## src/rtl/alu_operand_loader.sv

```systemverilog
// Byte-serial operand entry front end for the 32-bit ALU: builds A and B from
// switch bytes, issues one operation, holds the result. Define LOADER_MSB_FIRST_EN for MSB-first lanes.
module alu_operand_loader #(
   parameter int BYTES = 4
) (
   input  logic                 clk,
   input  logic                 rst_n,
   input  logic [7:0]           SW,
   input  logic                 LOAD,
   input  logic                 CLR,
   input  logic [2:0]           ALU_OP,
   input  logic [8*BYTES-1:0]   F,
   input  logic                 ZF,
   input  logic                 OF,
   output logic [8*BYTES-1:0]   A,
   output logic [8*BYTES-1:0]   B,
   output logic [2:0]           OP,
   output logic [8*BYTES-1:0]   RES,
   output logic                 RES_ZF,
   output logic                 RES_OF,
   output logic                 DONE,
   output logic [1:0]           STATE,
   output logic [1:0]           BYTE_IDX
);

   localparam int         W        = 8 * BYTES;
   localparam logic [1:0] LAST_IDX = 2'(BYTES - 1);

   typedef enum logic [1:0] {
      ST_LOAD_A = 2'd0,
      ST_LOAD_B = 2'd1,
      ST_EXEC   = 2'd2,
      ST_SHOW   = 2'd3
   } state_t;

   state_t       state_q, state_n;
   logic [W-1:0] a_q, a_n;
   logic [W-1:0] b_q, b_n;
   logic [1:0]   idx_q, idx_n;
   logic [2:0]   op_q, op_n;
   logic [W-1:0] res_q;
   logic         res_zf_q, res_of_q;
   logic         done_q;
   logic         capture;

   // Maps the load-order index to the byte lane it fills.
   function automatic int lane_base(input logic [1:0] idx);
`ifdef LOADER_MSB_FIRST_EN
      return 8 * (BYTES - 1 - int'(idx));
`else
      return 8 * int'(idx);
`endif
   endfunction

   // NOTE: every signal assigned here gets a default first, so no path leaves
   // it unassigned and no latch is inferred.
   always_comb begin
      state_n = state_q;
      a_n     = a_q;
      b_n     = b_q;
      idx_n   = idx_q;
      op_n    = op_q;
      capture = 1'b0;

      if (CLR) begin
         state_n = ST_LOAD_A;
         a_n     = '0;
         b_n     = '0;
         idx_n   = '0;
      end else begin
         unique case (state_q)
            ST_LOAD_A: begin
               if (LOAD) begin
                  a_n[lane_base(idx_q) +: 8] = SW;
                  idx_n = idx_q + 2'd1;
                  if (idx_q == LAST_IDX) state_n = ST_LOAD_B;
               end
            end
            ST_LOAD_B: begin
               if (LOAD) begin
                  b_n[lane_base(idx_q) +: 8] = SW;
                  idx_n = idx_q + 2'd1;
                  if (idx_q == LAST_IDX) begin
                     state_n = ST_EXEC;
                     op_n    = ALU_OP;
                  end
               end
            end
            ST_EXEC: begin
               capture = 1'b1;
               state_n = ST_SHOW;
            end
            ST_SHOW: begin
               // A new entry starts from a clean A with this byte already in lane 0.
               if (LOAD) begin
                  a_n = '0;
                  a_n[lane_base(2'd0) +: 8] = SW;
                  idx_n   = 2'd1;
                  state_n = ST_LOAD_A;
               end
            end
            default: state_n = ST_LOAD_A;
         endcase
      end
   end

   // NOTE: state registers use non-blocking assignments so all of them update
   // together from values computed before the edge.
   always_ff @(posedge clk or negedge rst_n) begin
      if (!rst_n) begin
         state_q  <= ST_LOAD_A;
         a_q      <= '0;
         b_q      <= '0;
         idx_q    <= '0;
         op_q     <= '0;
         res_q    <= '0;
         res_zf_q <= 1'b0;
         res_of_q <= 1'b0;
         done_q   <= 1'b0;
      end else begin
         state_q <= state_n;
         a_q     <= a_n;
         b_q     <= b_n;
         idx_q   <= idx_n;
         op_q    <= op_n;
         done_q  <= (state_n == ST_SHOW);
         if (capture) begin
            res_q    <= F;
            res_zf_q <= ZF;
            res_of_q <= OF;
         end
      end
   end

   assign A        = a_q;
   assign B        = b_q;
   assign OP       = op_q;
   assign RES      = res_q;
   assign RES_ZF   = res_zf_q;
   assign RES_OF   = res_of_q;
   assign DONE     = done_q;
   assign STATE    = state_q;
   assign BYTE_IDX = idx_q;

endmodule
```

## config.mk

```make
export PLATFORM = sky130hd
export DESIGN_NAME = alu_operand_loader
export DESIGN_NICKNAME = d
export VERILOG_FILES = /design/src/rtl/alu_operand_loader.sv
export SDC_FILE = /design/constraint.sdc
export NUM_CORES = 1
export LEC_CHECK = 0
export CAP_MARGIN = 25
export CORE_ASPECT_RATIO = 1.75
export CORE_MARGIN = 2
export CORE_UTILIZATION = 30
export DETAILED_ROUTE_END_ITERATION = 7
export PLACE_DENSITY_LB_ADDON = 0.05
export SLEW_MARGIN = 5
export SYNTH_ARGS = -nofsm -noshare
export SYNTH_HDL_FRONTEND = slang
export SYNTH_SLANG_ARGS = --single-unit
```

## constraint.sdc

```tcl
create_clock -name clk -period 2 [get_ports clk]
set_input_delay 0.4 -clock clk [delete_from_list [all_inputs] [get_ports clk]]
set_output_delay 0.4 -clock clk [all_outputs]
set_load 0.005 [all_outputs]
```

Word-level counts from Yosys, hierarchy flattened. Cells that the tools add are included.

Flip-flop bits (word level): 106. Input bits: 49. Output and inout bits: 106. Logic and storage cells: 54.

Add/sub/neg operators: 2. Eq/ne operators: 8. Shift operators: 2. Multiplexer cells: 22. Bitwise gates (word level): 1. Reduce and logical (&&, ||, !) cells: 10.

Operators by type and width (number): 32-bit 2-to-1 mux (6); 32-bit bitwise mux (2); 32-bit one-hot mux with 2 select lines (1); 5-bit negator with 33-bit output (1); 8-bit by 33-bit variable shift with 32-bit output (first input constant) (1); 8-bit by 33-bit indexed part select with 32-bit output (1); 2-bit 2-to-1 mux (9); 2-bit equality test (second input constant) (4); 2-bit one-hot mux with 4 select lines (1); 3-bit != test (second input constant) (2); 3-bit AND reduction (2); 3-bit nonzero test (2); 2-bit one-hot mux with 2 select lines (1); 4-bit AND reduction (1); 2-bit nonzero test (2); 3-bit by 1-bit != test with 1-bit output (second input constant) (1); 2-bit by 1-bit adder with 2-bit output (second input constant) (1); 2-bit by 1-bit equality test with 1-bit output (second input constant) (1); 2-bit logical NOT (1); 1-bit 2-to-1 mux (2); 2-bit AND reduction (1); 2-bit OR reduction (1); 1-bit NOT (1).

Logic depth before layout (Yosys ltp).
Depth after elaboration: 6. Depth in mapped cells: 7.

Worst setup path before layout. OpenSTA, ideal clock, no wires.

Path kind: register to register. Start: register idx_q[0], in the netlist BYTE_IDX[0]. End: register a_q[31], in the netlist A[31]. Library setup time: 78 ps. Arrival: 1742 ps. Required time: 1922 ps. Slack: 180 ps. Stages on the path, launching flop included: 7. Buffers on the path: 0. Cells stage by stage: dfrtp_1 inv_1 ha_1 or3b_4 nor2_4 nand3_1 a21oi_1.

Cells in the longest elaborated chain, start to end: 6. Elaborated cells on any way between the ends: 7. Classes of those cells: add/sub (1); shift (2); mux (4).

RTL lines: start, declared (line 39) `logic [1:0] idx_q, idx_n;`; start signal, assigned (line 124) `idx_q <= idx_n;`; 5-bit negator with 33-bit output * (line 74) `a_n[lane_base(idx_q) +: 8] = SW;`; 8-bit by 33-bit indexed part select with 32-bit output or 8-bit by 33-bit variable shift with 32-bit output (tied branches) (line 74); 32-bit bitwise mux * (line 74); 32-bit 2-to-1 mux * (line 73) `if (LOAD) begin`; 32-bit one-hot mux with 2 select lines * (line 71) `unique case (state_q)`; 32-bit 2-to-1 mux * (line 65) `if (CLR) begin`; end signal, assigned (line 122) `a_q <= a_n;`; end, declared (line 37) `logic [W-1:0] a_q, a_n;`.

Mark *: on every way between the ends. The rest lies on a longest branch, timed or not. The select of a mux whose other input is x is not followed. A chain may end at the register's enable or synchronous reset.

Worst setup path in the final report.
Start: register state_q[1], in the netlist STATE[1]. End: output port STATE[1].

RTL lines: start, declared (line 36) `state_t state_q, state_n;`; start signal, assigned (line 121) `state_q <= state_n;`; end, declared (line 22) `output logic [1:0] STATE,`.

No word-level cell between the ends.

==> reports/metrics.yaml <==
yosys:
  async_reset_ff_frac: 1.00
  synth_fa_ha_area_frac: 0.0169
  ys_seq_elements: 106
  synth-edff-count: 0
  syn-num-nets: 404
  yosysTopAreaCellShare: 0.598
  seq_area_frac_synth: 0.598
  synth-simple-area-share: 0.125
  avgSynthCellArea_um2: 12.7
  synth_area_mm2: 0.00443
  synthMuxAreaShare: 0.0940
  yosys_warnings: 0
  synth_xor_area_frac: 0
  yosys.area.top_type: "dfrtp_1"
  netlist_instances: 349
  synth_area_leaders: "dfrtp_1 60%, mux2_2 9.4%, a22o_1 6.3%"
  synth_top_family_by_area: "compound AO/OA/AOI/OAI gates"
  ys.flop_type: "dfrtp_1"
  yosysUniqueCellTypes: 39
  synth_compound_area_frac: 0.133
worst_setup_path:
  required_ns: 1.60
  cpLargestDelayFamily: "buffers and inverters"
  max_stage_delay_ns: 0.58
  crit_type: "flip-flop to output pin"
  arrival_ns: 1.48
  worst-path-buf-inv: 1
  cp-end-kind: "output pin"
  crit_fanout: 12
  start_kind: "flip-flop"
  crit_start: "STATE[1]"
  cp_slowest_cell: "clkdlybuf4s50_1"
  reg2reg_from: "BYTE_IDX[0]"
  cp_cell_sequence: "clkdlybuf4s50_1"
global_route:
  grt_pass1_vias: 3284
  grtUsageTotal: 0.157
  grt_max_degree: 63
  grt_pass1_wl_um: 18500
  grt-ovfl-total: 0
  antenna_found_initial: 0
floorplanning:
  coreArea_mm2: 0.0144
  die_h_um: 165
  start_util: 0.307
  die_w_um: 95.9
  row_count: 58
  boundaryPins: 155
  dieArea_mm2: 0.0158
detailed_routing:
  via_per_inst: 4.92
  dr.pass1.iters: 4
  vias: 3414
  wire_per_inst_um: 17.9
  drc: 0
  routed_wl_um: 12400
  ant_nets: 0
  first_iter_violations: 146
cts:
  cts_tree: "done"
  numCtsBuffers: 9
  cts-htree-levels: 3
  clkSinkCount: 106
  path_clk_slew_ns: 0.07
  clk_latency_ns: 0.34
  clockRootBuffer: "clkbuf_16"
  clk_path_buf_depth: 2
timing:
  setup-tns-final_ns: 0
  post-route-period-util: 0.940
  worst_pin_slew_ns: 0.524
  finalHoldViolations: 0
  clock.fmax_mhz: 532
  slew-limit-headroom: 0.650
  fin_skew_ns: 0.00717
  slew_viol_final: 0
  fin_crit_ns: 1.88
  finalSetupViolCount: 0
  rsz0062_at_grt: "no"
power:
  ir_drop_mv: 0.454
  p_leak_nw: 2.84
  p_total_mw: 4.43
  power_per_cell_area_mw_per_mm2: 675
worst_hold_path:
  hold_class: "primary input to asynchronous set/reset pin"
placement:
  gp_congestion: 0.786
  portBuffers: 154
  post-dp-hpwl_um: 9140
finish:
  fillCellCount: 1394
  nets: 564
  antennaDiodeCount: 0
  layout-drive-gt1-share: 0.181
  seq_area_mm2: 0.00266
  area_delta_synth_final_pct: 48.1
  multi_input_area_mm2: 0.00164
status:
  status: "completed"
job:
  maxCapViolations: 0
## metrics by stage
step	hold WS (ns)	instances	worst slack, ns	instance area (um2)	util
floorplan	0.104	349	0.180	4430	-
global route	0.416	694	0.00386	6570	0.455
global placement	0.234	676	0.0187	6230	0.431
finish	0.413	694	0.121	6570	0.455
CTS	0.401	693	0.0748	6560	0.454
detailed placement	0.232	676	0.0204	6230	0.431
## cells in the final DEF, fill, tap and decap left out, types with 3 or more instances in the layout
master	count
nand2b_1	10
clkbuf_16	9
buf_12	4
buf_4	14
mux2_2	37
a21oi_2	3
nand2_1	28
o21ai_0	8
a22o_1	32
ha_1	5
dfrtp_1	104
clkdlybuf4s50_1	153
nor2_4	4
a21oi_1	28
nand3_1	32
## synthesized netlist by cell type (3+ instances only)
cell type    n
buf_2       11
buf_4        6
a22o_1      32
a21oi_2      3
dfrtp_1    106
mux2_2      37
nand2b_1    10
ha_1         6
o21ai_0      8
a21oi_1     28
nand2_1     28
nand3_1     32
clkbuf_1     4
nor2_4       4
## flip-flops by register name (all words and copies together), names as in the netlist
register	cells
STATE	2
RES_ZF	1
RES_OF	1
DONE	1
OP	3
RES	32
A	32
BYTE_IDX	2
B	32
## cells by family after synthesis
group / count (synthesis)
multiplexers: 37
adder cells (fa/ha/maj): 6
AND/OR/NAND/NOR: 92
flip-flops: 106
buffers and inverters: 25
AO/OA/AOI/OAI: 83
## timing repair
item	CTS	global route
gates cloned	0	0
hold endpoints to repair	5	0
endpoints found under the setup margin	2	15
gates resized for setup	2	2
pin swaps	0	1
buffers inserted	0	1
hold buffers	1	0
## power by group
| group | internal, mW | switching, mW |
|---|---|---|
| clock network | 1.10 | 0.787 |
| registers | 2.16 | 0.0145 |
| logic | 0.187 | 0.185 |
| total | 3.45 | 0.986 |
## path summary, 6_finish.rpt
kind	to	slack [ns]	cells past startpoint
setup reg to reg	A[24]	0.13	6
min in group clk	B[30]	0.50	1
hold / removal	RES[3]	0.41	2
hold reg to reg	B[30]	0.50	1
max in group asynchronous	B[14]	1.04	3
setup / recovery	STATE[1]	0.12	1
## final cells by class
type	count	area share
sequential	106	0.404
inverter	2	0.00114
timing repair buffer	172	0.263
clock inverter	5	0.0120
clock buffer	11	0.0354
tap	180	0.0343
multi-input combinational	218	0.250
## layer usage
layer | share of wire | global-route usage
met1 | 0.39 | 0.180
met2 | 0.54 | 0.284
met3 | 0.064 | 0.0365
met4 | 0.010 | 0.0448
met5 | 0 | 0
Note: power is estimated with default switching activity, not from simulation.
